## src/rtl/seq_alu_pkg.sv

```systemverilog
// rtl/seq_alu_pkg.sv - opcodes, FSM state encoding and opcode helpers for seq_alu
package seq_alu_pkg;

  localparam logic [3:0] OP_ADD  = 4'b0000;
  localparam logic [3:0] OP_SUB  = 4'b0001;
  localparam logic [3:0] OP_AND  = 4'b0010;
  localparam logic [3:0] OP_OR   = 4'b0011;
  localparam logic [3:0] OP_SRL  = 4'b0100;
  localparam logic [3:0] OP_SRA  = 4'b0101;
  localparam logic [3:0] OP_XOR  = 4'b0110;
  localparam logic [3:0] OP_SLT  = 4'b0111;
  localparam logic [3:0] OP_MULU = 4'b1000;
  localparam logic [3:0] OP_MUL  = 4'b1001;
  localparam logic [3:0] OP_DIVU = 4'b1010;
  localparam logic [3:0] OP_DIV  = 4'b1011;

  typedef enum logic [1:0] {
    ST_IDLE,
    ST_CALC,
    ST_FIX,
    ST_DONE
  } state_t;

  // 10xx: bit 1 selects divide, bit 0 selects signed
  function automatic logic is_mdu(input logic [3:0] op);
    return op[3:2] == 2'b10;
  endfunction

endpackage

```

## src/rtl/alu_comb_core.sv

```systemverilog
// rtl/alu_comb_core.sv - single-cycle combinational ALU for opcodes 0000-0111
module alu_comb_core
  import seq_alu_pkg::*;
#(
  parameter int WIDTH = 32
) (
  input  logic [WIDTH-1:0] a,
  input  logic [WIDTH-1:0] b,
  input  logic [3:0]       op,
  output logic [WIDTH-1:0] y
);

  localparam int SHW = $clog2(WIDTH);

  logic [SHW-1:0] sh;
  assign sh = b[SHW-1:0];

  always_comb begin
    y = '0;
    case (op)
      OP_ADD:  y = a + b;
      OP_SUB:  y = a - b;
      OP_AND:  y = a & b;
      OP_OR:   y = a | b;
      OP_SRL:  y = a >> sh;
      OP_SRA:  y = $signed(a) >>> sh;
      OP_XOR:  y = a ^ b;
      OP_SLT:  y = {{(WIDTH-1){1'b0}}, ($signed(a) < $signed(b))};
      default: y = '0;
    endcase
  end

endmodule

```

## src/rtl/seq_alu.sv

```systemverilog
// rtl/seq_alu.sv - handshaked ALU with registered results and iterative mul/div
module seq_alu
  import seq_alu_pkg::*;
#(
  parameter int WIDTH = 32
) (
  input  logic             clk,
  input  logic             reset,
  input  logic             start,
  input  logic [3:0]       ALUop,
  input  logic [WIDTH-1:0] A,
  input  logic [WIDTH-1:0] B,
  output logic             busy,
  output logic             done,
  output logic [WIDTH-1:0] C,
  output logic [WIDTH-1:0] HI,
  output logic             div0
);

  localparam int CW = $clog2(WIDTH + 1);

  state_t           state, nstate;
  logic [CW-1:0]    cnt;
  logic [3:0]       op_q;
  logic             sa, sb;
  logic [WIDTH-1:0] a_orig, mb, p_hi, p_lo;
  logic [WIDTH-1:0] core_y, ma_in, mb_in;
  logic             sa_in, sb_in;

  alu_comb_core #(.WIDTH(WIDTH)) u_core (
    .a  (A),
    .b  (B),
    .op (ALUop),
    .y  (core_y)
  );

  assign sa_in = ALUop[0] & A[WIDTH-1];
  assign sb_in = ALUop[0] & B[WIDTH-1];
  assign ma_in = sa_in ? -A : A;
  assign mb_in = sb_in ? -B : B;

  // p_hi:p_lo is the product register for mul, remainder:quotient for div
  logic [WIDTH:0]       mul_sum;
  logic [WIDTH+1:0]     div_diff;
  logic [2*WIDTH-1:0]   prod_fix;
  logic [WIDTH-1:0]     quo_fix, rem_fix;

  assign mul_sum  = {1'b0, p_hi} + (p_lo[0] ? {1'b0, mb} : {(WIDTH+1){1'b0}});
  assign div_diff = {1'b0, p_hi, p_lo[WIDTH-1]} - {2'b00, mb};
  assign prod_fix = (sa ^ sb) ? -{p_hi, p_lo} : {p_hi, p_lo};
  assign quo_fix  = (sa ^ sb) ? -p_lo : p_lo;
  assign rem_fix  = sa ? -p_hi : p_hi;

  assign busy = (state != ST_IDLE);
  assign done = (state == ST_DONE);

  always_ff @(posedge clk) begin
    if (reset) state <= ST_IDLE;
    else       state <= nstate;
  end

  always_comb begin
    nstate = state;
    case (state)
      ST_IDLE: if (start) nstate = is_mdu(ALUop) ? ST_CALC : ST_DONE;
      ST_CALC: if (cnt == CW'(WIDTH - 1)) nstate = ST_FIX;
      ST_FIX:  nstate = ST_DONE;
      ST_DONE: nstate = ST_IDLE;
      default: nstate = ST_IDLE;
    endcase
  end

  always_ff @(posedge clk) begin
    if (reset) begin
      C      <= '0;
      HI     <= '0;
      div0   <= 1'b0;
      cnt    <= '0;
      op_q   <= '0;
      sa     <= 1'b0;
      sb     <= 1'b0;
      a_orig <= '0;
      mb     <= '0;
      p_hi   <= '0;
      p_lo   <= '0;
    end else begin
      case (state)
        ST_IDLE: if (start) begin
          op_q <= ALUop;
          if (is_mdu(ALUop)) begin
            sa     <= sa_in;
            sb     <= sb_in;
            a_orig <= A;
            mb     <= mb_in;
            p_hi   <= '0;
            p_lo   <= ma_in;
            cnt    <= '0;
          end else begin
            C    <= core_y;
            HI   <= '0;
            div0 <= 1'b0;
          end
        end
        ST_CALC: begin
          cnt <= cnt + 1'b1;
          if (op_q[1]) begin
            if (!div_diff[WIDTH+1]) begin
              p_hi <= div_diff[WIDTH-1:0];
              p_lo <= {p_lo[WIDTH-2:0], 1'b1};
            end else begin
              p_hi <= {p_hi[WIDTH-2:0], p_lo[WIDTH-1]};
              p_lo <= {p_lo[WIDTH-2:0], 1'b0};
            end
          end else begin
            {p_hi, p_lo} <= {mul_sum, p_lo[WIDTH-1:1]};
          end
        end
        ST_FIX: begin
          if (op_q[1] && mb == '0) begin
            C    <= '1;
            HI   <= a_orig;
            div0 <= 1'b1;
          end else if (op_q[1]) begin
            C    <= quo_fix;
            HI   <= rem_fix;
            div0 <= 1'b0;
          end else begin
            {HI, C} <= prod_fix;
            div0    <= 1'b0;
          end
        end
        default: ;
      endcase
    end
  end

endmodule
```

## config.mk

```make
export PLATFORM = sky130hd
export DESIGN_NAME = seq_alu
export DESIGN_NICKNAME = d
export VERILOG_FILES = /design/src/rtl/seq_alu_pkg.sv /design/src/rtl/alu_comb_core.sv /design/src/rtl/seq_alu.sv
export SDC_FILE = /design/constraint.sdc
export NUM_CORES = 1
export LEC_CHECK = 0
export ABC_AREA = 1
export BUFFER_PORTS_ARGS = -buffer_cell sky130_fd_sc_hd__buf_4
export CAP_MARGIN = 20
export CELL_PAD_IN_SITES_DETAIL_PLACEMENT = 1
export CELL_PAD_IN_SITES_GLOBAL_PLACEMENT = 1
export CORE_MARGIN = 4
export CORE_UTILIZATION = 43
export DETAILED_ROUTE_END_ITERATION = 8
export PLACE_DENSITY = 0.79
export SLEW_MARGIN = 20
export SYNTH_ARGS = -nofsm -noshare
export SYNTH_HDL_FRONTEND = slang
export SYNTH_SLANG_ARGS = --single-unit
export TNS_END_PERCENT = 30
```

## constraint.sdc

```tcl
create_clock -name clk -period 3.83 [get_ports clk]
set_clock_uncertainty 0.15 [all_clocks]
set_input_delay 0.5745 -clock clk [delete_from_list [all_inputs] [get_ports clk]]
set_output_delay 0.5745 -clock clk [all_outputs]
set_load 0.01 [all_outputs]
```

### After elaboration in Yosys (flattened, before gate mapping)

Cells that the tools add are included.

| storage, ports and cells | value |
|---|---|
| register bits | 205 |

| operators by class | value |
|---|---|
| bitwise operators | 6 |
| $add $sub $neg | 10 |
| $lt $le $gt $ge | 1 |
| reduce and logical (&&, ||, !) cells | 12 |
| equal/unequal tests | 16 |
| shift operators | 2 |
| mux-type cells | 38 |

Operator list:

| cell | number |
|---|---|
| $mux W32 | 20 |
| $pmux W32 S2 | 4 |
| $pmux W32 S8 | 1 |
| $neg A32 Y32 | 4 |
| $mux W64 | 1 |
| $neg A64 Y64 | 1 |
| $sub A33 B32 Y34 | 1 |
| $add A32 B32 Y33 | 1 |
| $add A32 B32 Y32 | 1 |
| $and A32 B32 Y32 | 1 |
| $logic_not A32 Y1 | 1 |
| $lt A32 B32 Y1 | 1 |
| $or A32 B32 Y32 | 1 |
| $shr A32 B5 Y32 | 1 |
| $sshr A32 B5 Y32 | 1 |
| $sub A32 B32 Y32 | 1 |
| $xor A32 B32 Y32 | 1 |
| $eq A4 B3 Y1 const B | 4 |
| $mux W6 | 2 |
| $pmux W6 S2 | 1 |
| $reduce_and A3 Y1 | 3 |
| $eq A4 B2 Y1 const B | 2 |
| $ne A2 B2 Y1 const B | 4 |
| $pmux W2 S4 | 1 |
| other kinds (15) | 26 |

### Longest topological paths before layout

| logic depth | value |
|---|---|
| word-level depth | 5 |
| mapped depth | 21 |
| gate-level depth less buffers | 18 |

### Cells and area by module

From an unflattened synthesis, not the netlist that was laid out.

| unflattened totals | value |
|---|---|
| cell total of the unflattened synthesis | 4995 |
| area, all modules | 26903.3 sq um |

Modules (own cells, without submodules):

| module | area an instance (sq um) | times used | sequential area each (sq um) | cells an instance |
|---|---|---|---|---|
| seq_alu | 18096.1 | 1 | 4083.9 | 3185 |
| alu_comb_core | 8807.2 | 1 | 0.0 | 1810 |

### Worst setup path before layout

Ideal clock, no wire load.

| timing path | value |
|---|---|
| kind | input to register |
| start point | in B[3] |
| end point | reg C[12] |
| slack | 0.927 ns |
| data required time | 3.561 ns |
| arrival | 2.633 ns |
| cell stages on the path | 14 |
| setup time | 0.119 ns |
| cells stage by stage | buf_6 -> inv_1 -> buf_2 -> buf_1 -> ha_1 -> a21oi_1 -> o21ai_0 -> nand3_1 -> nand3b_1 -> or2_2 -> nand2_1 -> nand4_1 -> nand2_1 -> a21oi_1 |

| between the ends | value |
|---|---|
| longest elaborated chain between the ends | 5 |
| elaborated cells on any way between the ends | 8 |

Ends and longest elaborated chain:

| what | line | source |
|---|---|---|
| from (decl) | seq_alu.sv:12 | `input logic [WIDTH-1:0] B,` |
| $sub A32 B32 Y32, or another cell as far along | alu_comb_core.sv:22 | `OP_SUB: y = a - b;` |
| $pmux W32 S8 (*) | alu_comb_core.sv:20 | `case (op)` |
| $mux W32 (*) | seq_alu.sv:90 | `if (is_mdu(ALUop)) begin` |
| $mux W32 (*) | seq_alu.sv:88 | `ST_IDLE: if (start) begin` |
| $pmux W32 S2 (*) | seq_alu.sv:87 | `case (state)` |
| to (signal assigned) | seq_alu.sv:99 | `C <= core_y;` |
| to (signal assigned) | seq_alu.sv:124 | `C <= quo_fix;` |
| to (signal assigned) | seq_alu.sv:128 | `{HI, C} <= prod_fix;` |
| to (decl) | seq_alu.sv:15 | `output logic [WIDTH-1:0] C,` |

Every way passes the cells marked *; elsewhere a longest branch is shown, timed or not. The select of a mux whose other input is x is not followed.
A chain may end at the register's enable or synchronous reset.

### Worst setup path in the final report

| timing path | value |
|---|---|
| start point | reg mb[20] |
| end point | reg p_hi[13] |

| between the ends | value |
|---|---|
| longest elaborated chain between the ends | 4 |

Ends and longest elaborated chain:

| what | line | source |
|---|---|---|
| from (decl) | seq_alu.sv:26 | `logic [WIDTH-1:0] a_orig, mb, p_hi, p_lo;` |
| from (signal assigned) | seq_alu.sv:94 | `mb <= mb_in;` |
| $sub A33 B32 Y34 | seq_alu.sv:49 | `assign div_diff = {1'b0, p_hi, p_lo[WIDTH-1]} - {2'b00, mb};` |
| $mux W32 | seq_alu.sv:107 | `if (!div_diff[WIDTH+1]) begin` |
| $mux W32 | seq_alu.sv:106 | `if (op_q[1]) begin` |
| $pmux W32 S2 | seq_alu.sv:87 |  |
| to (signal assigned) | seq_alu.sv:108 | `p_hi <= div_diff[WIDTH-1:0];` |
| to (signal assigned) | seq_alu.sv:111 | `p_hi <= {p_hi[WIDTH-2:0], p_lo[WIDTH-1]};` |
| to (signal assigned) | seq_alu.sv:115 | `{p_hi, p_lo} <= {mul_sum, p_lo[WIDTH-1:1]};` |
| to (decl) | seq_alu.sv:26 |  |

No other way between the ends.

==> summary.md <==
The flow ran to the end, and the final reports show no timing, DRC or antenna violations. The internal portion of total power is 0.00646 W. The logs give 0.599 for the proportion of power drawn by combinational gates and 0 for the count of instances resized after the clock tree is built. The logs give 0 for the final setup violation count and 28 for the total CTS buffers.

The number of nets in the finished design was 5234; the area of the die was 65200 um^2. The die is 255 um tall. The top cell types in the final layout, fill and taps aside, are 1425 x nand2_1, 669 x inv_1, 529 x nand3_1. The share of the clock period used by the worst path was 0.869.

The post-synthesis sequential area ratio was 0.155. Port buffering added 137 buffers. TritonCTS built the clock tree.

Counting along the longest clock path gives a buffer depth of 3. Row generation in the floorplan step produced 90 rows. IR analysis of the VDD net gives a maximum drop of 416 uV. The transition at the pin with the smallest max-transition slack is 0.884 ns. The HPWL after detailed placement is 127000 um.

Portion of total power attributed to sequential cells: 0.209. The number of hold violations in the final report is 0. Total power for the finished layout comes to 0.0146 W.

The run gives 4.20 ns as the data required time of the worst path. The region available for standard cell placement spans 60500 um^2. The via count of the first global-routing pass is 34900. Once detail routing completed, the nets flagged for antenna violations numbered 0. The first routing iteration left 3867 violations.

The worst path needs 3.33 ns of the cycle, external delays included. The logs give 0.00818 W for the power dissipated by switching net loads and 0.193 for the relative contribution of the clock network to total power. The run gives 300 MHz as the maximum achievable frequency. Before CTS, the worst setup slack after placement is 0.270 ns. The count of vias placed by the detailed router is 35600, and the post-synthesis average cell area is 5.44 um^2. Routability-driven placement finished with a final weighted congestion of 1.09.

The number of antenna violations at the first check in global routing was 12. Prevailing post-synth register cell: dfxtp_1. After synthesis, the netlist uses 57 different library cells. The count of filler cells inserted in the layout was 8817; the maximum net fanout on the critical path was 38. The core occupancy in the finished layout is 0.490, and the total clock sinks is 204. Buffers inserted to repair hold after CTS numbered 0. The detailed-route wire length per cell is 26.9 um. In this run the static leakage power is 15.4 nW. Share of layout cells above drive strength 1: 0.0815.

Most common cell after layout, fill and taps aside: nand2_1. For the total routed wirelength, the log shows 156000 um. Before antenna repair, the detailed router went through 6 iterations. Clock-pin slew was measured on the worst setup and hold paths at 0.06 ns. Yosys printed 0 warnings. The run gives 0.411 as the worst relative slew slack. The I/O pin total is 138. The signed area change from the synthesized netlist to the final layout was 12.7%. The power per cell area is 494 nW/um^2. Kind of start point of the critical path: a register. Number of levels the H-tree was split into: 1. The logs give 0 for the count of max-cap constraint violations and 0.502 ns for the worst path setup slack after routing. Setup repair after global routing left no endpoint under its margin. Synthesis handed over a netlist of 4842 instances. The run gives 0.453 as the global router's overall resource usage. For this run the aggregate overflow at the end of global routing stands at 0.

The netlist area before placement is 26300 um^2, and the clock insertion delay at the later pin of the skew report is 0.60 ns. The tools report the max-slew violation count as 0. Synthesis inferred 204 register bits. The count of unresolved DRC violations after routing came out at 0. The min-delay analysis places its worst path in the category in2reg.

The proportion of synthesized flip-flops having asynchronous set or reset is 0, and the number of vias per cell is 6.16. From left edge to right edge, the die measures 255 um. The tree is rooted in a clkbuf_16. The arrival time at the worst endpoint was 3.70 ns; the net count after synthesis was 5103. Entering global routing, the biggest net connects 84 pins. The run gives 225000 um as the wire length of the first global-routing pass. The initial cell density of the core came out at 0.435. Endpoint class of the critical path: a register. Adding up every negative setup slack in the final design gives 0 ns. In this run the post-CTS setup repair buffer count came out at 0.

By startpoint and endpoint, the worst setup path is classified as reg2reg. The fraction of power spent switching nets was 0.559; the number of synthesized flops with an enable pin was 0.
-- registers in the layout (all words and copies together) (netlist names) --
| register | cells |
|---|---|
| p_hi | 32 |
| a_orig | 32 |
| sb | 1 |
| C | 32 |
| p_lo | 32 |
| sa | 1 |
| div0 | 1 |
| mb | 32 |
| cnt | 6 |
| state | 2 |
| op_q | 1 |
| HI | 32 |
-- power groups by stage --
stage	clock, W	combinational (W)	sequential [W]
global placement	0	0.00815	0.00304
floorplan	0	0.00521	0.00280
CTS	0.00281	0.00841	0.00300
finish	0.00282	0.00876	0.00305
detailed placement	0	0.00834	0.00304
global route	0.00290	0.00934	0.00305
-- critical path, stage by stage (launching register included) --
cell	delay, ns
dfxtp_1	0.51
inv_1	0.11
ha_1	0.39
nand2_1	0.17
inv_1	0.07
nand2_1	0.08
nand2_1	0.05
nand2_1	0.07
nand2_1	0.10
a21oi_4	0.20
nand3_4	0.46
inv_4	0.38
nand2_1	0.15
nand3_1	0.12
nand3_1	0.09
a21oi_1	0.15
-- routing by layer --
layer / up-vias / GRT usage / part of all wire
met1: 16900 / 0.532 / 0.37
li1: 16000 / - / -
met3: 587 / 0.0983 / 0.10
met2: 2037 / 0.702 / 0.42
met5: - / 0 / 0.00031
met4: 8 / 0.382 / 0.11
-- cells in the mapped netlist (3+ instances only) --
| cell | n | area [um^2] |
|---|---|---|
| nand2_1 | 1425 | 5350 |
| nand4_1 | 62 | 388 |
| ha_1 | 186 | 2330 |
| xor2_1 | 45 | 394 |
| o211ai_1 | 27 | 203 |
| a31oi_1 | 30 | 188 |
| clkinv_1 | 3 | 11.3 |
| nor2_2 | 10 | 62.6 |
| nand3_1 | 529 | 2650 |
| buf_2 | 50 | 250 |
| xnor2_1 | 4 | 35.0 |
| o221ai_1 | 8 | 70.1 |
| inv_2 | 17 | 63.8 |
| nand2_2 | 5 | 31.3 |
| a211oi_1 | 8 | 60.1 |
| a21o_1 | 8 | 60.1 |
| nor4_1 | 14 | 87.6 |
| a221oi_1 | 4 | 35.0 |
| nor3_2 | 3 | 30.0 |
| nand3b_1 | 13 | 97.6 |
| and3_1 | 3 | 18.8 |
| or2_2 | 9 | 56.3 |
| buf_1 | 17 | 63.8 |
| a21oi_1 | 433 | 2170 |
| and2_1 | 4 | 25.0 |
| clkbuf_1 | 113 | 424 |
| o21a_1 | 4 | 30.0 |
| fa_1 | 4 | 80.1 |
| o21bai_1 | 25 | 188 |
| buf_6 | 8 | 90.1 |
| nor3_1 | 50 | 250 |
| inv_1 | 671 | 2520 |
| nor2_4 | 3 | 33.8 |
| a21boi_0 | 5 | 37.5 |
| nor2_1 | 411 | 1540 |
| o22ai_1 | 24 | 150 |
| nand3_2 | 4 | 40.0 |
| o21ai_0 | 345 | 1730 |
| dfxtp_1 | 204 | 4080 |
| o21ai_1 | 30 | 150 |
-- layout make-up --
class                           count  area [um^2]  share of cell area
Antenna cell                        5         12.5            0.000422
Clock buffer                       38          800              0.0270
Clock inverter                     14          145             0.00489
Inverter                          692         2600              0.0877
Multi-Input combinational cell   3757        18800               0.635
Sequential cell                   204         4090               0.138
Tap cell                          782          978              0.0330
Timing Repair Buffer              290         2200              0.0743
-- through the flow --
stage                     hold WS (ns)  std cells  cell area [um^2]
after detailed placement         0.310       5725             28700
after global placement           0.303       5725             28700
final                            0.136       5782             29700
after floorplan                  0.294       4842             26300
after global routing             0.156       5777             29600
after CTS                        0.125       5777             29600
-- path summary, 6_finish.rpt --
| kind | from | endpoint | slack [ns] | cells after the start |
|---|---|---|---|---|
| max | mb[20] | p_hi[13] | 0.50 | 15 |
| min | start | op_q[1] | 0.14 | 3 |
| max reg2reg | mb[20] | p_hi[13] | 0.50 | 15 |
| min reg2reg | HI[16] | HI[16] | 0.32 | 2 |
-- cell families (layout without fill, tap and decap cells) --
kind of cell	Yosys count	count (layout)	share of synthesized area
adder cells (fa/ha/maj)	190	190	0.0915
AND/OR/NAND/NOR	2554	2554	0.409
multiplexers	1	1	0.000380
buffers and inverters	881	1034	0.130
AO/OA/AOI/OAI	963	963	0.197
other	0	5	0
flip-flops	204	204	0.155
XOR/XNOR	49	49	0.0163
(Power assumes the default switching activity.)
